===== config.mk =====
export PLATFORM = sky130hd
export DESIGN_NAME = fuse_key_loader_flat
export DESIGN_NICKNAME = d
export VERILOG_FILES = /design/src/rtl/fuse_key_loader_if.sv /design/src/rtl/fuse_key_loader.sv /design/src/flat_wrapper.sv
export SDC_FILE = /design/constraint.sdc
export NUM_CORES = 1
export LEC_CHECK = 0
export BUFFER_PORTS_ARGS = -buffer_cell sky130_fd_sc_hd__buf_2
export CORE_MARGIN = 2
export CORE_UTILIZATION = 46
export CTS_CLUSTER_SIZE = 20
export DETAILED_ROUTE_END_ITERATION = 6
export PLACE_DENSITY = 0.69
export SLEW_MARGIN = 10
export SYNTH_ARGS = -nofsm -noshare
export SYNTH_HDL_FRONTEND = slang
export SYNTH_SLANG_ARGS = --single-unit

===== constraint.sdc =====
create_clock -name clk_i -period 15.39 [get_ports clk_i]
set_input_delay 2.3085 -clock clk_i [delete_from_list [all_inputs] [get_ports clk_i]]
set_output_delay 2.3085 -clock clk_i [all_outputs]
set_load 0.05 [all_outputs]

===== src/rtl/fuse_key_loader_if.sv =====
// Fuse memory read port: request, word address and read data.
// The read data is valid the cycle after the request is presented.
//   master : driven by the key loader (req, addr out; rdata in)
//   slave  : fuse memory side       (req, addr in;  rdata out)
interface fuse_key_loader_if;
  logic        req;
  logic [31:0] addr;
  logic [31:0] rdata;

  modport master (
    output req,
    output addr,
    input  rdata
  );

  modport slave (
    input  req,
    input  addr,
    output rdata
  );
endinterface


===== src/rtl/fuse_key_loader.sv =====
// Fuse key loader: on a start command, reads a contiguous run of 32-bit
// fuse words (one request per cycle, one-cycle read latency) and assembles
// them into a key shadow register presented with a valid flag.
//
// Ports:
//   clk_i, rst_i   clock, asynchronous active-high reset
//   start_i        load command, sampled only in IDLE
//   base_i         fuse word address of the first word
//   nwords_i       word count, valid range 1..NUM_WORDS
//   clear_i        zeroise key and abort any load (highest priority)
//   fuse           fuse memory read port (master side)
//   key_o          assembled key; word i (address base+i) at bits [32*i +: 32]
//   key_valid_o    key complete and stable
//   busy_o         load in progress
//   err_o          one-cycle pulse on a rejected command
module fuse_key_loader #(
  parameter int NUM_WORDS = 8,
  parameter int MEM_SIZE  = 100
) (
  input  logic                     clk_i,
  input  logic                     rst_i,
  input  logic                     start_i,
  input  logic [31:0]              base_i,
  input  logic [3:0]               nwords_i,
  input  logic                     clear_i,
  fuse_key_loader_if.master        fuse,
  output logic [32*NUM_WORDS-1:0]  key_o,
  output logic                     key_valid_o,
  output logic                     busy_o,
  output logic                     err_o
);

  localparam int KW = 32 * NUM_WORDS;

  typedef enum logic [1:0] {
    IDLE,
    READ,
    DRAIN,
    DONE
  } state_e;

  state_e          state_q,   state_d;
  logic [31:0]     base_q,    base_d;
  logic [3:0]      n_q,       n_d;
  logic [3:0]      rd_cnt_q,  rd_cnt_d;
  logic            req_q,     req_d;
  logic [31:0]     addr_q,    addr_d;
  logic [3:0]      req_idx_q, req_idx_d;
  logic            cap_vld_q, cap_vld_d;
  logic [3:0]      cap_idx_q, cap_idx_d;
  logic [KW-1:0]   key_q,     key_d;
  logic            valid_q,   valid_d;
  logic            busy_q,    busy_d;
  logic            err_q,     err_d;

  // Command check: address of the last word computed in 33 bits so a base
  // near the top of the 32-bit space cannot wrap into range.
  logic [32:0]     last_addr;
  logic            cmd_bad;

  always_comb begin
    last_addr = {1'b0, base_i} + 33'(nwords_i) - 33'd1;
    cmd_bad   = (nwords_i == 4'd0)
             || (32'(nwords_i) > 32'(NUM_WORDS))
             || (last_addr >= 33'(MEM_SIZE));
  end

  always_comb begin
    state_d   = state_q;
    base_d    = base_q;
    n_d       = n_q;
    rd_cnt_d  = rd_cnt_q;
    req_d     = 1'b0;
    addr_d    = addr_q;
    req_idx_d = req_idx_q;
    cap_vld_d = req_q;
    cap_idx_d = req_idx_q;
    key_d     = key_q;
    valid_d   = valid_q;
    busy_d    = busy_q;
    err_d     = 1'b0;

    // Read data for the request issued last cycle is on rdata now.
    for (int unsigned w = 0; w < NUM_WORDS; w++) begin
      if (cap_vld_q && (32'(cap_idx_q) == w)) begin
        key_d[32*w +: 32] = fuse.rdata;
      end
    end

    unique case (state_q)
      IDLE: begin
        if (start_i) begin
          if (cmd_bad) begin
            err_d = 1'b1;
          end else begin
            base_d   = base_i;
            n_d      = nwords_i;
            rd_cnt_d = '0;
            key_d    = '0;
            valid_d  = 1'b0;
            busy_d   = 1'b1;
            state_d  = READ;
          end
        end
      end
      READ: begin
        req_d     = 1'b1;
        addr_d    = base_q + 32'(rd_cnt_q);
        req_idx_d = rd_cnt_q;
        rd_cnt_d  = rd_cnt_q + 4'd1;
        if (rd_cnt_q == n_q - 4'd1) begin
          state_d = DRAIN;
        end
      end
      DRAIN: begin
        state_d = DONE;
      end
      DONE: begin
        valid_d = 1'b1;
        busy_d  = 1'b0;
        state_d = IDLE;
      end
      default: begin
        state_d = IDLE;
      end
    endcase

    // Clear overrides everything, including a capture in flight and a
    // start presented in the same cycle.
    if (clear_i) begin
      state_d   = IDLE;
      rd_cnt_d  = '0;
      req_d     = 1'b0;
      cap_vld_d = 1'b0;
      key_d     = '0;
      valid_d   = 1'b0;
      busy_d    = 1'b0;
      err_d     = 1'b0;
    end
  end

  always_ff @(posedge clk_i or posedge rst_i) begin
    if (rst_i) begin
      state_q   <= IDLE;
      base_q    <= '0;
      n_q       <= '0;
      rd_cnt_q  <= '0;
      req_q     <= 1'b0;
      addr_q    <= '0;
      req_idx_q <= '0;
      cap_vld_q <= 1'b0;
      cap_idx_q <= '0;
      key_q     <= '0;
      valid_q   <= 1'b0;
      busy_q    <= 1'b0;
      err_q     <= 1'b0;
    end else begin
      state_q   <= state_d;
      base_q    <= base_d;
      n_q       <= n_d;
      rd_cnt_q  <= rd_cnt_d;
      req_q     <= req_d;
      addr_q    <= addr_d;
      req_idx_q <= req_idx_d;
      cap_vld_q <= cap_vld_d;
      cap_idx_q <= cap_idx_d;
      key_q     <= key_d;
      valid_q   <= valid_d;
      busy_q    <= busy_d;
      err_q     <= err_d;
    end
  end

  assign fuse.req    = req_q;
  assign fuse.addr   = addr_q;
  assign key_o       = key_q;
  assign key_valid_o = valid_q;
  assign busy_o      = busy_q;
  assign err_o       = err_q;

endmodule


===== src/flat_wrapper.sv =====
// flat-port wrapper written by rule: the top's interface ports become plain ports
module fuse_key_loader_flat 
#(
  parameter int NUM_WORDS = 8,
  parameter int MEM_SIZE  = 100
)
  (clk_i, rst_i, start_i, base_i, nwords_i, clear_i, key_o, key_valid_o, busy_o, err_o, fuse_req, fuse_addr, fuse_rdata);
  fuse_key_loader_if fuse_i ();
  input  logic clk_i;
  input  logic rst_i;
  input  logic start_i;
  input  logic [31:0] base_i;
  input  logic [3:0] nwords_i;
  input  logic clear_i;
  output logic [32*NUM_WORDS-1:0] key_o;
  output logic key_valid_o;
  output logic busy_o;
  output logic err_o;
  output wire logic [$bits(fuse_i.req)-1:0] fuse_req;
  output wire logic [$bits(fuse_i.addr)-1:0] fuse_addr;
  input wire logic [$bits(fuse_i.rdata)-1:0] fuse_rdata;
  assign fuse_req = fuse_i.req;
  assign fuse_addr = fuse_i.addr;
  assign fuse_i.rdata = fuse_rdata;
  fuse_key_loader #(.NUM_WORDS(NUM_WORDS), .MEM_SIZE(MEM_SIZE)) u_core (.clk_i(clk_i), .rst_i(rst_i), .start_i(start_i), .base_i(base_i), .nwords_i(nwords_i), .clear_i(clear_i), .fuse(fuse_i), .key_o(key_o), .key_valid_o(key_valid_o), .busy_o(busy_o), .err_o(err_o));
endmodule

### After elaboration in Yosys (flattened, before gate mapping)

Cells that the tools add are included.

| word-level totals | value |
|---|---|
| bits in registers | 343 |
| latch bits | 0 |
| bits in writable memories | 0 |
| ROM bits | 0 |
| input bits | 72 |
| output and inout bits | 292 |
| logic and storage cells | 90 |
| memories kept | 0 |

| operators by class | value |
|---|---|
| add/sub/neg operators | 5 |
| multipliers | 0 |
| divide/modulo/power cells | 0 |
| $lt $le $gt $ge | 2 |
| equality and inequality tests | 14 |
| shift operators | 0 |
| mux-type cells | 36 |
| bitwise operators | 1 |
| reductions and logical operators | 19 |

Operators by type and width:

| cell | number |
|---|---|
| $mux W256 | 4 |
| $mux W32 | 8 |
| $add A32 B4 Y33 | 1 |
| $ge A33 B7 Y1 const B | 1 |
| $sub A33 B1 Y33 const B | 1 |
| $add A32 B4 Y32 | 1 |
| $eq A4 B3 Y1 const B | 4 |
| $mux W1 | 13 |
| $mux W4 | 3 |
| $reduce_and A3 Y1 | 4 |
| $eq A4 B2 Y1 const B | 2 |
| $logic_and A1 B1 Y1 | 8 |
| $logic_not A4 Y1 | 2 |
| $mux W2 | 4 |
| $pmux W2 S4 | 1 |
| $pmux W4 S2 | 1 |
| $ne A3 B3 Y1 const B | 2 |
| $reduce_bool A3 Y1 | 2 |
| $add A4 B1 Y4 const B | 1 |
| $eq A2 B2 Y1 const B | 2 |
| $eq A4 B1 Y1 const B | 1 |
| $eq A4 B4 Y1 | 1 |
| $gt A4 B4 Y1 const B | 1 |
| $pmux W1 S2 | 2 |
| other kinds (6) | 7 |

### Logic depth before layout (Yosys ltp)

Gate-level depths: netlist of the first run.

| depth | value |
|---|---|
| depth after elaboration | 8 |
| mapped depth | 17 |
| mapped depth without buffers | 15 |

### Worst setup path after synthesis of the first run

No wires, ideal clock.

| timing | value |
|---|---|
| path kind | input-to-reg |
| start | input base_i[1] |
| end | register u_core.base_q[0] |
| setup time | 0.128 ns |
| arrival time | 6.119 ns |
| required time | 15.262 ns |
| setup slack | 9.144 ns |
| cell stages on the path | 16 |
| path buffers | 1 |
| cells stage by stage | inv_1 ha_1 inv_1 ha_1 fa_1 a211oi_1 o21ai_2 a22o_1 o21a_2 mux2i_1 or4_1 a2111oi_0 nand3b_1 nor3_4 buf_6 mux2_1 |

| between the ends | value |
|---|---|
| word-level cells in the longest chain between the ends | 6 |

RTL lines:

| item | RTL line | RTL |
|---|---|---|
| start, declared | flat_wrapper.sv:12 | `input logic [31:0] base_i;` |
| $add A32 B4 Y33 | fuse_key_loader.sv:62 | `last_addr = {1'b0, base_i} + 33'(nwords_i) - 33'd1;` |
| $sub A33 B1 Y33 | fuse_key_loader.sv:62 |  |
| $ge A33 B7 Y1 | fuse_key_loader.sv:65 | `\|\| (last_addr >= 33'(MEM_SIZE));` |
| $logic_or A1 B1 Y1 | fuse_key_loader.sv:65 |  |
| $not A1 Y1 (no line) | -- |  |
| $reduce_and A3 Y1 (no line) | -- |  |
| end signal, assigned | fuse_key_loader.sv:159 | `base_q <= base_d;` |
| end, declared | fuse_key_loader.sv:43 | `logic [31:0] base_q, base_d;` |

No other way between the ends.
A chain may end at the register's enable or synchronous reset.

### Worst setup path after layout of the first run

| timing | value |
|---|---|
| start | input nwords_i[1] |
| end | register u_core.key_q[10], in the netlist u_core.key_o[10] |

| between the ends | value |
|---|---|
| word-level cells in the longest chain between the ends | 8 |
| elaborated cells on any way between the ends | 11 |
| those cells by class | add/sub: 2; order compare: 2; mux: 4; reduce/logical: 3 |

RTL lines:

| item | RTL line | RTL |
|---|---|---|
| start, declared | flat_wrapper.sv:13 | `input logic [3:0] nwords_i;` |
| $add A32 B4 Y33 | fuse_key_loader.sv:62 |  |
| $sub A33 B1 Y33 | fuse_key_loader.sv:62 |  |
| $ge A33 B7 Y1 | fuse_key_loader.sv:65 |  |
| $logic_or A1 B1 Y1 * | fuse_key_loader.sv:65 |  |
| $mux W256 * | fuse_key_loader.sv:93 | `if (cmd_bad) begin` |
| $mux W256 * | fuse_key_loader.sv:92 | `if (start_i) begin` |
| $mux W256 * | fuse_key_loader.sv:90 | `unique case (state_q)` |
| $mux W256 * | fuse_key_loader.sv:130 | `if (clear_i) begin` |
| net u_core.key_d[10] | fuse_key_loader.sv:51 | `logic [KW-1:0] key_q, key_d;` |
| end signal, assigned | fuse_key_loader.sv:167 | `key_q <= key_d;` |
| end, declared | fuse_key_loader.sv:51 |  |

The timed path passes the listed nets; every way through them passes the cells marked *.

==> flow_summary.html, run 1 <==
<table>
<tr><th>Metric</th><th>Value</th></tr>
<tr><th colspan="2">GRT</th></tr>
<tr><td>Number of antenna violations at the first check in global routing</td><td>0</td></tr>
<tr><td>Wire length of the first global-routing pass</td><td>83000 um</td></tr>
<tr><td>Residual overflow from global routing</td><td>0</td></tr>
<tr><td>Pin count of the biggest net entering global routing</td><td>257</td></tr>
<tr><td>Via count of the first global-routing pass</td><td>14400</td></tr>
<tr><td>Total global routing track utilization</td><td>0.279</td></tr>
<tr><th colspan="2">Layout</th></tr>
<tr><td>Antenna fix cells</td><td>0</td></tr>
<tr><td>Number of standard cells in the layout, taps in and fillers out</td><td>2672</td></tr>
<tr><td>Area occupied by multi-input gates</td><td>7340 um2</td></tr>
<tr><td>Fraction of final layout cells with drive strength greater than 1</td><td>0.216</td></tr>
<tr><td>Fill count</td><td>3305</td></tr>
<tr><td>Number of nets in the layout</td><td>2310</td></tr>
<tr><td>Area taken by flip-flops and latches</td><td>8580 um2</td></tr>
<tr><td>P&amp;R area growth vs syn</td><td>18.9%</td></tr>
<tr><th colspan="2">Timing</th></tr>
<tr><td>Worst max-slew margin expressed relative to the limit</td><td>0.116</td></tr>
<tr><td>Maximum achievable frequency</td><td>150 MHz</td></tr>
<tr><td>Final worst slack</td><td>8.74 ns</td></tr>
<tr><td>Final-report hold violation count</td><td>0</td></tr>
<tr><td>Measured slew at the worst slew-check pin</td><td>1.33 ns</td></tr>
<tr><td>Setup repair after global routing missed its margin</td><td>false</td></tr>
<tr><td>Fraction of the cycle the final worst path needs</td><td>0.432</td></tr>
<tr><td>Minimum period implied by the final worst setup slack</td><td>6.65 ns</td></tr>
<tr><td>Clock Skews</td><td>0.0137 ns</td></tr>
<tr><td>Fin. max-slew vios</td><td>0</td></tr>
<tr><td># setup viols final</td><td>0</td></tr>
<tr><td>Setup TNS</td><td>0 ns</td></tr>
<tr><th colspan="2">Synth</th></tr>
<tr><td>Library cell with the largest summed area after synthesis</td><td>dfrtp_1</td></tr>
<tr><td>Number of flops mapped to enable cells by yosys</td><td>0</td></tr>
<tr><td>Most repeated cell in the gate-level netlist after synthesis</td><td>nand2_1</td></tr>
<tr><td>Synthesis-stage register bit count</td><td>343</td></tr>
<tr><td>Share of the yosys chip area belonging to registers</td><td>0.512</td></tr>
<tr><td>Synthesized net count</td><td>2027</td></tr>
<tr><td>Largest cells by area after synthesis</td><td>dfrtp_1 (51%), nand2_1 (13%), a21oi_1 (9.7%)</td></tr>
<tr><td>Async SR Flop Fraction</td><td>1.00</td></tr>
<tr><td>Post-synthesis cell type count</td><td>78</td></tr>
<tr><td>Primary FF master, synth</td><td>dfrtp_1</td></tr>
<tr><td>Yosys warning total</td><td>0</td></tr>
<tr><td>Number of instances in the synthesized netlist</td><td>1908</td></tr>
<tr><td>Post-Syn Area per Cell</td><td>8.78 um2</td></tr>
<tr><td>Leading cell types by count after synthesis</td><td>nand2_1 (565), dfrtp_1 (343), a21oi_1 (324)</td></tr>
<tr><td>Post-Syn Area</td><td>16800 um2</td></tr>
<tr><td>Area fraction of the dominant cell type after synthesis</td><td>0.512</td></tr>
<tr><th colspan="2">Floorplanning</th></tr>
<tr><td>Horizontal die dimension</td><td>195 um</td></tr>
<tr><td>Die footprint</td><td>38000 um2</td></tr>
<tr><td>Initial core utilization</td><td>0.469</td></tr>
<tr><td>Row cnt</td><td>69</td></tr>
<tr><td>Die height</td><td>195 um</td></tr>
<tr><td>I/O pins</td><td>364</td></tr>
<tr><td>Core ar.</td><td>35700 um2</td></tr>
<tr><th colspan="2">Power and ir drop</th></tr>
<tr><td>Seq pwr share</td><td>0.417</td></tr>
<tr><td>Switching power summed over all nets</td><td>0.752 mW</td></tr>
<tr><td>Switching Share</td><td>0.323</td></tr>
<tr><td>Leakage component of the power</td><td>9.72 nW</td></tr>
<tr><td>Clock Power Share</td><td>0.375</td></tr>
<tr><td>Cell Pwr Density</td><td>117 nW/um2</td></tr>
<tr><td>Cell-internal power</td><td>1.58 mW</td></tr>
<tr><td>IR drop worst, VDD</td><td>0.105 mV</td></tr>
<tr><td>Comb pwr share</td><td>0.208</td></tr>
<tr><th colspan="2">Detailed routing</th></tr>
<tr><td>Iter 0 DRT Violations</td><td>1100</td></tr>
<tr><td>Post-detailed-route DRC marker count</td><td>0</td></tr>
<tr><td>Detailed-route vias per instance</td><td>5.51</td></tr>
<tr><td>Total detailed-routing wirelength</td><td>53600 um</td></tr>
<tr><td>Avg WL per Cell</td><td>20.1 um</td></tr>
<tr><td>Vias post-DR</td><td>14700</td></tr>
<tr><td>Detailed Routing Iterations Pass 1</td><td>5</td></tr>
<tr><td>Number of nets with antenna violations after detailed routing</td><td>0</td></tr>
<tr><th colspan="2">Clocking</th></tr>
<tr><td>Number of sinks driven by the clock tree</td><td>343</td></tr>
<tr><td>Number of buffers inserted during clock tree synthesis</td><td>37</td></tr>
<tr><td>Clock network latency to the later pin of the worst-skew pair</td><td>0.55 ns</td></tr>
<tr><td>Number of buffers inserted by post-CTS setup repair</td><td>0</td></tr>
<tr><td>CTS tree</td><td>built</td></tr>
<tr><td>Max H-tree Level</td><td>2</td></tr>
<tr><td>Register clock-pin slew on the reported worst setup and hold paths</td><td>0.06 ns</td></tr>
<tr><td>Clk root buf</td><td>clkbuf_16</td></tr>
<tr><td>Count of hold-fix buffers inserted at cts</td><td>0</td></tr>
<tr><td>Maximum buffer depth of the clock tree</td><td>3</td></tr>
<tr><td>Gates resized, CTS repair</td><td>0</td></tr>
<tr><th colspan="2">Worst setup path</th></tr>
<tr><td>Cells along the critical path</td><td>buf_2, inv_1, ha_1, inv_1, ha_1, fa_1, a211oi_1, o21ai_2, a22o_1, o21a_2, mux2i_1, or4b_2, nor3_1, nand4_1, o21ai_4, buf_12, a21oi_1</td></tr>
<tr><td>CP max-delay cell</td><td>or4b_2</td></tr>
<tr><td>Crit path largest cell delay</td><td>0.72 ns</td></tr>
<tr><td>Buffers and inverters on the worst path</td><td>4</td></tr>
<tr><td>Kind of cell with the highest combined delay on the critical path</td><td>compound AO/OA/AOI/OAI gates</td></tr>
<tr><td>Worst-path maximum fanout</td><td>256</td></tr>
<tr><td>Worst Setup End Kind</td><td>register</td></tr>
<tr><td>Crit path arrival time</td><td>7.01 ns</td></tr>
<tr><td>Kind of start point of the critical path</td><td>primary input</td></tr>
<tr><td>CP Class</td><td>in -&gt; reg</td></tr>
<tr><td>Required @ worst endpoint</td><td>15.74 ns</td></tr>
<tr><th colspan="2">Placement</th></tr>
<tr><td>IO buf count</td><td>363</td></tr>
<tr><td>Post-DP HPWL</td><td>37100 um</td></tr>
<tr><td>Final Wtd Congestion</td><td>0.863</td></tr>
<tr><td>Placed cells</td><td>2613</td></tr>
<tr><td>Worst Setup Slack post-DPL</td><td>8.36 ns</td></tr>
<tr><th colspan="2">Status</th></tr>
<tr><td>Outcome</td><td>finished clean</td></tr>
<tr><th colspan="2">Run</th></tr>
<tr><td>Max Cap Violations</td><td>0</td></tr>
<tr><th colspan="2">Hold path</th></tr>
<tr><td>Min-Delay Path Class</td><td>reg -&gt; reg</td></tr>
</table>
-- flip-flops by register name, summed over array words and instances, names as in the netlist --
| name | flops |
|---|---|
| u_core.cap_idx_d | 4 |
| u_core.state_q | 2 |
| u_core.base_q | 32 |
| u_core.cap_idx_q | 4 |
| u_core.n_q | 4 |
| u_core.fuse.addr | 32 |
| u_core.key_o | 256 |
| u_core.cap_vld_q | 1 |
| u_core.fuse.req | 1 |
| u_core.busy_o | 1 |
| u_core.err_o | 1 |
| u_core.rd_cnt_q | 4 |
| u_core.key_valid_o | 1 |
-- power groups by stage --
| stage | registers (mW) | logic [mW] | clock network (mW) |
|---|---|---|---|
| 2_1_floorplan | 1.13 | 0.215 | 0 |
| 3_3_place_gp | 0.986 | 0.479 | 0 |
| 3_5_place_dp | 0.988 | 0.485 | 0 |
| 4_1_cts | 0.972 | 0.488 | 0.889 |
| 5_1_grt | 0.977 | 0.525 | 0.928 |
| 6_report | 0.972 | 0.484 | 0.873 |
-- cell families (layout without fill, tap and decap cells) --
family	after synthesis	after routing	synth area share
multiplexers	56	56	0.0365
buffers and inverters	213	516	0.0527
AND/OR/NAND/NOR	770	770	0.194
AO/OA/AOI/OAI	437	437	0.147
flip-flops	343	343	0.512
XOR/XNOR	42	42	0.0219
adder cells (fa/ha/maj)	47	47	0.0360
-- per-layer routing --
layer  GRT usage  wire length (um)  vias up
li1            -                 -     6906
met1       0.356             21900     7146
met2       0.465             25700      564
met3      0.0613              3970      115
met4       0.107              2040        0
met5           0                 0        -
-- cell usage in the layout, fill, tap and decap left out, types with 5 or more instances in the layout --
| cell type | n |
|---|---|
| nand2_1 | 565 |
| buf_2 | 363 |
| dfrtp_1 | 343 |
| a21oi_1 | 324 |
| nor2_1 | 76 |
| inv_1 | 72 |
| ha_1 | 44 |
| clkbuf_16 | 38 |
| o21ai_0 | 28 |
| mux2_1 | 25 |
| xnor2_1 | 24 |
| nand3_1 | 22 |
| buf_4 | 20 |
| xor2_1 | 18 |
| mux2_2 | 16 |
| mux2i_1 | 15 |
| nand4_1 | 14 |
| nor3_1 | 12 |
| and3_1 | 12 |
| or3_1 | 12 |
| nand2b_1 | 11 |
| a211oi_1 | 9 |
| a21o_1 | 9 |
| clkbuf_1 | 9 |
| nor4_1 | 8 |
| clkbuf_8 | 8 |
| nand3b_1 | 6 |
| o21a_1 | 6 |
| nor2b_1 | 5 |
-- final cells by class --
class                   instances  share of cell area
clock buffers                  55              0.0549
clock inverters                 4             0.00370
inverters                      73              0.0141
multi-input cells            1352               0.368
flip-flops and latches        343               0.431
well taps                     461              0.0289
repair buffers                384              0.0997
-- through the flow --
stage | utilization | area [um2] | hold slack, ns | power, mW
6_report | 0.558 | 19900 | 0.375 | 2.33
5_1_grt | 0.558 | 19900 | 0.393 | 2.43
4_1_cts | 0.558 | 19900 | 0.378 | 2.35
3_5_place_dp | 0.525 | 18800 | 0.366 | 1.47
3_3_place_gp | 0.525 | 18800 | 0.361 | 1.47
2_1_floorplan | - | 16800 | 0.350 | 1.35
-- final timing paths --
kind | startpoint | end | slack, ns | depth (start not counted)
setup / recovery | nwords_i[1] | u_core.key_o[10] | 8.74 | 17
hold / removal | u_core.cap_idx_d[2] | u_core.cap_idx_q[2] | 0.38 | 0
setup reg to reg | u_core.rd_cnt_q[1] | u_core.fuse.addr[31] | 12.36 | 12
hold reg to reg | u_core.cap_idx_d[2] | u_core.cap_idx_q[2] | 0.38 | 0
max in group asynchronous | rst_i | u_core.key_o[64] | 11.02 | 4
min in group asynchronous | rst_i | u_core.fuse.addr[8] | 1.92 | 2
No activity file was read; power rests on OpenSTA's default activity.
==> inputs of run 2 (changes only) <==
--- a/config.mk
+++ b/config.mk
@@ -10,7 +10,7 @@
 export CORE_UTILIZATION = 46
 export CTS_CLUSTER_SIZE = 20
 export DETAILED_ROUTE_END_ITERATION = 6
-export PLACE_DENSITY = 0.69
+export PLACE_DENSITY = 0.72
 export SLEW_MARGIN = 10
 export SYNTH_ARGS = -nofsm -noshare
 export SYNTH_HDL_FRONTEND = slang
==> constraint.sdc (replaced) <==
create_clock -name clk_i -period 6.1 [get_ports clk_i]
set_input_delay 0.915 -clock clk_i [delete_from_list [all_inputs] [get_ports clk_i]]
set_output_delay 0.915 -clock clk_i [all_outputs]
set_load 0.05 [all_outputs]
==> flow_summary.html, run 2 (synthesis gave the netlist of run 1 again) <==
<table>
<tr><th>Metric</th><th>Value</th></tr>
<tr><th colspan="2">Floorplanning</th></tr>
<tr><td>Core ar.</td><td>35700 um2 (unchanged)</td></tr>
<tr><td>Die footprint</td><td>38000 um2 (unchanged)</td></tr>
<tr><td>Horizontal die dimension</td><td>195 um (unchanged)</td></tr>
<tr><td>I/O pins</td><td>364 (unchanged)</td></tr>
<tr><td>Initial core utilization</td><td>0.469 (unchanged)</td></tr>
<tr><td>Row cnt</td><td>69 (unchanged)</td></tr>
<tr><td>Die height</td><td>195 um (unchanged)</td></tr>
<tr><th colspan="2">Clocking</th></tr>
<tr><td>Number of sinks driven by the clock tree</td><td>343 (unchanged)</td></tr>
<tr><td>Count of hold-fix buffers inserted at cts</td><td>0 (unchanged)</td></tr>
<tr><td>Maximum buffer depth of the clock tree</td><td>3 (unchanged)</td></tr>
<tr><td>Number of buffers inserted during clock tree synthesis</td><td>37 (unchanged)</td></tr>
<tr><td>Clk root buf</td><td>clkbuf_16</td></tr>
<tr><td>CTS tree</td><td>built</td></tr>
<tr><td>Clock network latency to the later pin of the worst-skew pair</td><td>0.55 ns (about the same)</td></tr>
<tr><td>Number of buffers inserted by post-CTS setup repair</td><td>0 (unchanged)</td></tr>
<tr><td>Register clock-pin slew on the reported worst setup and hold paths</td><td>0.06 ns (about the same)</td></tr>
<tr><td>Gates resized, CTS repair</td><td>0 (unchanged)</td></tr>
<tr><td>Max H-tree Level</td><td>2 (unchanged)</td></tr>
<tr><th colspan="2">Placement</th></tr>
<tr><td>Final Wtd Congestion</td><td>0.892 (+3.3%)</td></tr>
<tr><td>Post-DP HPWL</td><td>38200 um (+3.0%)</td></tr>
<tr><td>Post-placement cell area</td><td>18800 um2 (+0.43%)</td></tr>
<tr><td>Worst Setup Slack post-DPL</td><td>0.733 ns (-7.63 ns)</td></tr>
<tr><td>IO buf count</td><td>363 (unchanged)</td></tr>
<tr><th colspan="2">Hold path</th></tr>
<tr><td>Min-Delay Path Class</td><td>reg -&gt; reg</td></tr>
<tr><td>Min-delay src</td><td>u_core.cap_idx_d[0]</td></tr>
<tr><th colspan="2">Power and ir drop</th></tr>
<tr><td>Cell Pwr Density</td><td>296 nW/um2 (+150%)</td></tr>
<tr><td>IR drop worst, VDD</td><td>0.398 mV (+280%)</td></tr>
<tr><td>Leakage component of the power</td><td>9.77 nW (+0.52%)</td></tr>
<tr><th colspan="2">Worst setup path</th></tr>
<tr><td>Launch point of the worst reg-to-reg path</td><td>u_core.rd_cnt_q[1]</td></tr>
<tr><td>Kind of start point of the critical path</td><td>primary input</td></tr>
<tr><td>CP max-delay cell</td><td>or4b_2</td></tr>
<tr><td>Count of cells along the worst register-to-register path</td><td>11 (-1)</td></tr>
<tr><td>Buffers and inverters on the worst path</td><td>4 (unchanged)</td></tr>
<tr><td>Required @ worst endpoint</td><td>6.52 ns (-9.22 ns)</td></tr>
<tr><td>Cell count along the critical path</td><td>17 (unchanged)</td></tr>
<tr><td>R2R Path End</td><td>u_core.fuse.addr[31]</td></tr>
<tr><td>Worst-path maximum fanout</td><td>73 (-71%)</td></tr>
<tr><td>Cells along the critical path</td><td>buf_2, inv_1, ha_1, inv_1, ha_1, fa_1, a211oi_1, o21ai_2, a22o_1, o21a_2, mux2i_1, or4b_2, nor3_1, nand4_1, o21ai_4, buf_12, a21oi_1</td></tr>
<tr><td>Launching element of the worst setup path</td><td>nwords_i[1]</td></tr>
<tr><td>Worst Setup End Kind</td><td>register</td></tr>
<tr><td>Crit path largest cell delay</td><td>0.73 ns (about the same)</td></tr>
<tr><td>Kind of cell with the highest combined delay on the critical path</td><td>compound AO/OA/AOI/OAI gates</td></tr>
<tr><td>Crit path arrival time</td><td>5.22 ns (-1.79 ns)</td></tr>
<tr><td>Critical path endpoint</td><td>u_core.key_o[89]</td></tr>
<tr><td>CP Class</td><td>in -&gt; reg</td></tr>
<tr><td>Slack of the worst reg-to-reg path</td><td>3.01 ns (-9.35 ns)</td></tr>
<tr><th colspan="2">Layout</th></tr>
<tr><td>Fin area</td><td>20100 um2 (+0.61%)</td></tr>
<tr><td>Flip-flop count of the largest register, all copies and words added</td><td>256 (unchanged)</td></tr>
<tr><td>P&amp;R area growth vs syn</td><td>19.7%</td></tr>
<tr><td>Fraction of final layout cells with drive strength greater than 1</td><td>0.218 (+0.00173)</td></tr>
<tr><td>Leading cell type in the layout, fill and taps excluded</td><td>nand2_1</td></tr>
<tr><td>Fraction of the core area covered by cells at the end of the flow</td><td>0.561 (+0.00343)</td></tr>
<tr><td>Most frequent cells in the layout</td><td>nand2_1 (565), buf_2 (363), dfrtp_1 (343), a21oi_1 (324), nor2_1 (76)</td></tr>
<tr><td>Antenna fix cells</td><td>0 (unchanged)</td></tr>
<tr><td>Number of nets in the layout</td><td>2313 (+0.13%)</td></tr>
<tr><th colspan="2">Timing</th></tr>
<tr><td>Measured slew at the worst slew-check pin</td><td>1.03 ns (-0.301 ns)</td></tr>
<tr><td>Fin Hold WS</td><td>0.369 ns (-0.00589 ns)</td></tr>
<tr><td>Minimum period implied by the final worst setup slack</td><td>4.80 ns</td></tr>
<tr><td>Fraction of the cycle the final worst path needs</td><td>0.786</td></tr>
<tr><td>Final-report hold violation count</td><td>0 (unchanged)</td></tr>
<tr><td>Setup repair after global routing missed its margin</td><td>false</td></tr>
<tr><td>Fin. max-slew vios</td><td>0 (unchanged)</td></tr>
<tr><td>Setup TNS</td><td>0 ns (unchanged)</td></tr>
<tr><td>Worst max-slew margin expressed relative to the limit</td><td>0.313 (+0.197)</td></tr>
<tr><td>Final worst slack</td><td>1.30 ns (-7.43 ns)</td></tr>
<tr><td>Maximum achievable frequency</td><td>208 MHz</td></tr>
<tr><td># setup viols final</td><td>0 (unchanged)</td></tr>
<tr><td>Clock Skews</td><td>0.0210 ns (+0.00721 ns)</td></tr>
<tr><th colspan="2">Detailed routing</th></tr>
<tr><td>Detailed-route vias per instance</td><td>5.60 (+1.5%)</td></tr>
<tr><td>Detailed Routing Iterations Pass 1</td><td>7 (+2)</td></tr>
<tr><td>Iter 0 DRT Violations</td><td>1074 (-2.4%)</td></tr>
<tr><td>Vias post-DR</td><td>15000 (+1.9%)</td></tr>
<tr><td>Avg WL per Cell</td><td>20.2 um (+0.74%)</td></tr>
<tr><td>Post-detailed-route DRC marker count</td><td>0 (unchanged)</td></tr>
<tr><td>Total detailed-routing wirelength</td><td>54200 um (+1.1%)</td></tr>
<tr><td>Number of nets with antenna violations after detailed routing</td><td>0 (unchanged)</td></tr>
<tr><th colspan="2">GRT</th></tr>
<tr><td>Number of antenna violations at the first check in global routing</td><td>0 (unchanged)</td></tr>
<tr><td>Total global routing track utilization</td><td>0.281 (+0.00219)</td></tr>
<tr><td>Via count of the first global-routing pass</td><td>14800 (+2.8%)</td></tr>
<tr><td>Pin count of the biggest net entering global routing</td><td>134 (-48%)</td></tr>
<tr><td>Residual overflow from global routing</td><td>0 (unchanged)</td></tr>
<tr><td>Wire length of the first global-routing pass</td><td>83700 um (+0.76%)</td></tr>
<tr><th colspan="2">Run</th></tr>
<tr><td>Max Cap Violations</td><td>0 (unchanged)</td></tr>
<tr><th colspan="2">Status</th></tr>
<tr><td>Outcome</td><td>finished clean</td></tr>
</table>
## run 2: changes by cell type in the layout (fill, tap and decap cells not counted), moves of 2 or more
cell / previous run / this run
clkbuf_1: 9 / 13
buf_4: 20 / 18
clkbuf_8: 8 / 6
clkinv_2: 0 / 3
buf_12: 1 / 6
## run 2: area by class of cell
cell class                      count  area [um2]
Multi-Input combinational cell   1352        7340
Fill cell                        3200       15700
Sequential cell                   343        8580
Timing Repair Buffer              387        2070
Tap cell                          461         577
Clock buffer                       57        1080
Inverter                           73         278
Clock inverter                      9         128
## run 2: how the worst min path moves through the flow
stage,slack [ns],to,cells after the start
floorplan,0.35,u_core.cap_idx_q[0],0
finish,0.37,u_core.cap_idx_q[0],0
detailed placement,0.37,u_core.cap_idx_q[0],0
global route,0.38,u_core.cap_idx_q[0],0
CTS,0.37,u_core.cap_idx_q[0],0
global placement,0.36,u_core.cap_idx_q[2],0
## run 2: metrics by stage
stage	std cells	power, mW
floorplan	1908	3.40
global placement	2616	3.70
detailed placement	2616	3.73
CTS	2682	5.98
global route	2682	6.17
finish	2682	5.94
## run 2: layer usage
| metal | vias to the layer above | wire length (um) | GRT usage |
|---|---|---|---|
| met1 | 7324 | 21700 | 0.351 |
| met5 | - | 0 | 0 |
| li1 | 6944 | - | - |
| met4 | 0 | 2130 | 0.125 |
| met2 | 625 | 26700 | 0.475 |
| met3 | 121 | 3710 | 0.0548 |
## run 2: power by group
group / internal [mW] / total [mW] / switching, mW / leakage (nW)
registers: 2.39 / 2.46 / 0.0664 / 4.69
clock network: 1.32 / 2.25 / 0.928 / 0.588
logic: 0.310 / 1.23 / 0.923 / 4.49
total: 4.02 / 5.94 / 1.92 / 9.77
==> inputs of run 3 (changes only) <==
--- a/config.mk
+++ b/config.mk
@@ -5,12 +5,13 @@
 export SDC_FILE = /design/constraint.sdc
 export NUM_CORES = 1
 export LEC_CHECK = 0
+export ABC_AREA = 1
 export BUFFER_PORTS_ARGS = -buffer_cell sky130_fd_sc_hd__buf_2
 export CORE_MARGIN = 2
 export CORE_UTILIZATION = 46
 export CTS_CLUSTER_SIZE = 20
 export DETAILED_ROUTE_END_ITERATION = 6
-export PLACE_DENSITY = 0.72
+export PLACE_DENSITY = 0.71
 export SLEW_MARGIN = 10
 export SYNTH_ARGS = -nofsm -noshare
 export SYNTH_HDL_FRONTEND = slang
==> constraint.sdc (replaced) <==
create_clock -name clk_i -period 3.87 [get_ports clk_i]
set_input_delay 0.5805 -clock clk_i [delete_from_list [all_inputs] [get_ports clk_i]]
set_output_delay 0.5805 -clock clk_i [all_outputs]
set_load 0.05 [all_outputs]
==> flow_summary.html, run 3 <==
<table>
<tr><th>Metric</th><th>Value</th></tr>
<tr><th colspan="2">Status</th></tr>
<tr><td>Outcome</td><td>finished clean</td></tr>
<tr><th colspan="2">Synth</th></tr>
<tr><td>Number of instances in the synthesized netlist</td><td>2766 (+45%)</td></tr>
<tr><td>Library cell with the largest summed area after synthesis</td><td>dfrtp_1</td></tr>
<tr><td>Share of the yosys chip area belonging to registers</td><td>0.429 (-0.0829)</td></tr>
<tr><td>Synthesized net count</td><td>2885 (+42%)</td></tr>
<tr><td>Number of flops mapped to enable cells by yosys</td><td>0 (unchanged)</td></tr>
<tr><td>Async SR Flop Fraction</td><td>1.00 (unchanged)</td></tr>
<tr><td>Synthesis-stage register bit count</td><td>343 (unchanged)</td></tr>
<tr><td>Most repeated cell in the gate-level netlist after synthesis</td><td>nand2_1</td></tr>
<tr><td>Post-synthesis cell type count</td><td>36 (-54%)</td></tr>
<tr><td>Primary FF master, synth</td><td>dfrtp_1</td></tr>
<tr><td>Area fraction of the dominant cell type after synthesis</td><td>0.429 (-0.0829)</td></tr>
<tr><td>Leading cell types by count after synthesis</td><td>nand2_1 (728), nor2_1 (365), inv_1 (359)</td></tr>
<tr><td>Yosys warning total</td><td>0 (unchanged)</td></tr>
<tr><td>Post-Syn Area</td><td>20000 um2 (+19%)</td></tr>
<tr><td>Post-Syn Area per Cell</td><td>7.23 um2 (-18%)</td></tr>
<tr><td>Largest cells by area after synthesis</td><td>dfrtp_1 (43%), nand2_1 (14%), nor2_1 (6.9%)</td></tr>
<tr><th colspan="2">Layout</th></tr>
<tr><td>Antenna fix cells</td><td>0 (unchanged)</td></tr>
<tr><td>Flip-flop count of the largest register, all copies and words added</td><td>256 (unchanged)</td></tr>
<tr><td>Leading cell type in the layout, fill and taps excluded</td><td>nand2_1</td></tr>
<tr><td>Number of nets in the layout</td><td>3170 (+37%)</td></tr>
<tr><td>Fin area</td><td>23500 um2 (+17%)</td></tr>
<tr><td>P&amp;R area growth vs syn</td><td>17.4%</td></tr>
<tr><td>Fraction of final layout cells with drive strength greater than 1</td><td>0.196 (-0.0219)</td></tr>
<tr><td>Fill count</td><td>4101 (+28%)</td></tr>
<tr><td>Fraction of the core area covered by cells at the end of the flow</td><td>0.546 (-0.0151)</td></tr>
<tr><td>Most frequent cells in the layout</td><td>nand2_1 (728), buf_2 (362), nor2_1 (361), inv_1 (358), dfrtp_1 (343)</td></tr>
<tr><td>Number of standard cells in the layout, taps in and fillers out</td><td>3661 (+37%)</td></tr>
<tr><th colspan="2">Worst setup path</th></tr>
<tr><td>CP max-delay cell</td><td>fa_1</td></tr>
<tr><td>Cell count along the critical path</td><td>24 (+7)</td></tr>
<tr><td>Crit path arrival time</td><td>3.91 ns (-1.31 ns)</td></tr>
<tr><td>Launch point of the worst reg-to-reg path</td><td>u_core.rd_cnt_q[0]</td></tr>
<tr><td>Launching element of the worst setup path</td><td>nwords_i[1]</td></tr>
<tr><td>CP Class</td><td>in -&gt; reg</td></tr>
<tr><td>Cell with the most instances on the worst path</td><td>nand2_1</td></tr>
<tr><td>Kind of cell with the highest combined delay on the critical path</td><td>simple AND/OR/NAND/NOR gates</td></tr>
<tr><td>Required @ worst endpoint</td><td>4.30 ns (-2.22 ns)</td></tr>
<tr><td>Worst Setup End Kind</td><td>register</td></tr>
<tr><td>Count of cells along the worst register-to-register path</td><td>16 (+5)</td></tr>
<tr><td>Kind of start point of the critical path</td><td>primary input</td></tr>
<tr><td>Buffers and inverters on the worst path</td><td>6 (+2)</td></tr>
<tr><td>Crit path largest cell delay</td><td>0.45 ns (-0.28 ns)</td></tr>
<tr><td>Worst-path maximum fanout</td><td>35 (-52%)</td></tr>
<tr><td>Cells along the critical path</td><td>buf_2, inv_1, ha_1, inv_1, ha_1, fa_1, nand3_1, nand3_1, nand2_1, nand2_1, nand2_1, nand3b_1, nor2_1, nand2_1, nor2_1, nand2_1, nor2_1, nand2_1, nor2_4, nand3_4, buf_12, buf_12, nand2_1, inv_2</td></tr>
<tr><th colspan="2">Timing</th></tr>
<tr><td>Fin. max-slew vios</td><td>0 (unchanged)</td></tr>
<tr><td>Maximum achievable frequency</td><td>288 MHz</td></tr>
<tr><td>Setup repair after global routing missed its margin</td><td>false</td></tr>
<tr><td>Fraction of the cycle the final worst path needs</td><td>0.899</td></tr>
<tr><td>Worst max-slew margin expressed relative to the limit</td><td>0.433 (+0.120)</td></tr>
<tr><td>Measured slew at the worst slew-check pin</td><td>0.843 ns (-0.183 ns)</td></tr>
<tr><td>Clock Skews</td><td>0.0151 ns (-0.00588 ns)</td></tr>
<tr><td># setup viols final</td><td>0 (unchanged)</td></tr>
<tr><td>Minimum period implied by the final worst setup slack</td><td>3.48 ns</td></tr>
<tr><td>Final-report hold violation count</td><td>0 (unchanged)</td></tr>
<tr><td>Final worst slack</td><td>0.393 ns (-0.911 ns)</td></tr>
<tr><td>Fin Hold WS</td><td>0.197 ns (-0.172 ns)</td></tr>
<tr><td>Setup TNS</td><td>0 ns (unchanged)</td></tr>
<tr><th colspan="2">Run</th></tr>
<tr><td>Max Cap Violations</td><td>0 (unchanged)</td></tr>
<tr><th colspan="2">Clocking</th></tr>
<tr><td>Max H-tree Level</td><td>2 (unchanged)</td></tr>
<tr><td>Number of sinks driven by the clock tree</td><td>343 (unchanged)</td></tr>
<tr><td>Clk root buf</td><td>clkbuf_16</td></tr>
<tr><td>Gates resized, CTS repair</td><td>0 (unchanged)</td></tr>
<tr><td>Maximum buffer depth of the clock tree</td><td>3 (unchanged)</td></tr>
<tr><td>Number of buffers inserted by post-CTS setup repair</td><td>0 (unchanged)</td></tr>
<tr><td>Count of hold-fix buffers inserted at cts</td><td>0 (unchanged)</td></tr>
<tr><td>Clock network latency to the later pin of the worst-skew pair</td><td>0.53 ns (-0.02 ns)</td></tr>
<tr><td>Register clock-pin slew on the reported worst setup and hold paths</td><td>0.06 ns (about the same)</td></tr>
<tr><td>CTS tree</td><td>built</td></tr>
<tr><td>Number of buffers inserted during clock tree synthesis</td><td>36 (-2.7%)</td></tr>
<tr><th colspan="2">Detailed routing</th></tr>
<tr><td>Iter 0 DRT Violations</td><td>1868 (+74%)</td></tr>
<tr><td>Post-detailed-route DRC marker count</td><td>0 (unchanged)</td></tr>
<tr><td>Detailed Routing Iterations Pass 1</td><td>6 (-1)</td></tr>
<tr><td>Total detailed-routing wirelength</td><td>62800 um (+16%)</td></tr>
<tr><td>Vias post-DR</td><td>18800 (+25%)</td></tr>
<tr><td>Number of nets with antenna violations after detailed routing</td><td>0 (unchanged)</td></tr>
<tr><td>Detailed-route vias per instance</td><td>5.14 (-8.2%)</td></tr>
<tr><td>Avg WL per Cell</td><td>17.2 um (-15%)</td></tr>
<tr><th colspan="2">Floorplanning</th></tr>
<tr><td>Row cnt</td><td>76 (+10%)</td></tr>
<tr><td>I/O pins</td><td>364 (unchanged)</td></tr>
<tr><td>Horizontal die dimension</td><td>213 um (+9.0%)</td></tr>
<tr><td>Core ar.</td><td>43000 um2 (+20%)</td></tr>
<tr><td>Die footprint</td><td>45200 um2 (+19%)</td></tr>
<tr><td>Die height</td><td>213 um (+9.0%)</td></tr>
<tr><td>Initial core utilization</td><td>0.465 (-0.00368)</td></tr>
<tr><th colspan="2">GRT</th></tr>
<tr><td>Residual overflow from global routing</td><td>0 (unchanged)</td></tr>
<tr><td>Via count of the first global-routing pass</td><td>17900 (+21%)</td></tr>
<tr><td>Total global routing track utilization</td><td>0.273 (-0.00869)</td></tr>
<tr><td>Number of antenna violations at the first check in global routing</td><td>0 (unchanged)</td></tr>
<tr><td>Wire length of the first global-routing pass</td><td>97200 um (+16%)</td></tr>
<tr><td>Pin count of the biggest net entering global routing</td><td>152 (+13%)</td></tr>
<tr><th colspan="2">Hold path</th></tr>
<tr><td>Min-Delay Path Class</td><td>in -&gt; async</td></tr>
<tr><th colspan="2">Placement</th></tr>
<tr><td>Placed cells</td><td>3598 (+38%)</td></tr>
<tr><td>Post-DP HPWL</td><td>45200 um (+18%)</td></tr>
<tr><td>Final Wtd Congestion</td><td>0.943 (+5.7%)</td></tr>
<tr><td>Post-placement cell area</td><td>22300 um2 (+18%)</td></tr>
<tr><td>Worst Setup Slack post-DPL</td><td>-0.0933 ns (-0.827 ns)</td></tr>
<tr><td>IO buf count</td><td>363 (unchanged)</td></tr>
<tr><th colspan="2">Power and ir drop</th></tr>
<tr><td>Cell Pwr Density</td><td>378 nW/um2 (+28%)</td></tr>
<tr><td>IR drop worst, VDD</td><td>0.228 mV (-43%)</td></tr>
<tr><td>Leakage component of the power</td><td>15.2 nW (+56%)</td></tr>
<tr><td>Power after layout</td><td>8.87 mW (+49%)</td></tr>
</table>
run 3: report_power, final:
| group | total (mW) | internal [mW] | switching, mW |
|---|---|---|---|
| Combinational | 1.77 | 0.440 | 1.33 |
| Sequential | 3.77 | 3.68 | 0.0864 |
| Clock | 3.34 | 1.93 | 1.41 |
| Total | 8.87 | 6.05 | 2.82 |
run 3: metal layers:
metal	vias to the layer above	global-route usage	routed length, um
met5	-	0	0
li1	9080	-	-
met4	0	0.0996	2260
met3	128	0.0418	4730
met2	818	0.466	30300
met1	8785	0.350	25500
run 3: final timing paths:
kind / endpoint / slack (ns)
hold reg to reg: u_core.cap_idx_q[2] / 0.38
max in group asynchronous: u_core.base_q[4] / 2.57
setup reg to reg: u_core.fuse.addr[28] / 0.40
setup / recovery: u_core.key_o[44] / 0.39
hold / removal: u_core.key_o[64] / 0.20
min in group clk_i: u_core.err_o / 0.32
run 3: layout make-up:
type | count | area (um2) | share of cell area
Timing Repair Buffer | 410 | 2370 | 0.101
Clock inverter | 10 | 67.6 | 0.00288
Inverter | 478 | 1800 | 0.0766
Multi-Input combinational cell | 1782 | 8850 | 0.377
Tap cell | 585 | 732 | 0.0312
Clock buffer | 53 | 1070 | 0.0458
Sequential cell | 343 | 8580 | 0.366
run 3: cell families (layout without fill, tap and decap cells):
kind of cell | count (synthesis) | in the layout | synth area share
buf+inv | 641 | 951 | 0.130
simple gates | 1398 | 1398 | 0.288
flops | 343 | 343 | 0.429
mux | 128 | 128 | 0.0641
fa+ha+maj | 47 | 47 | 0.0302
compound gates | 184 | 184 | 0.0473
xor+xnor | 25 | 25 | 0.0109
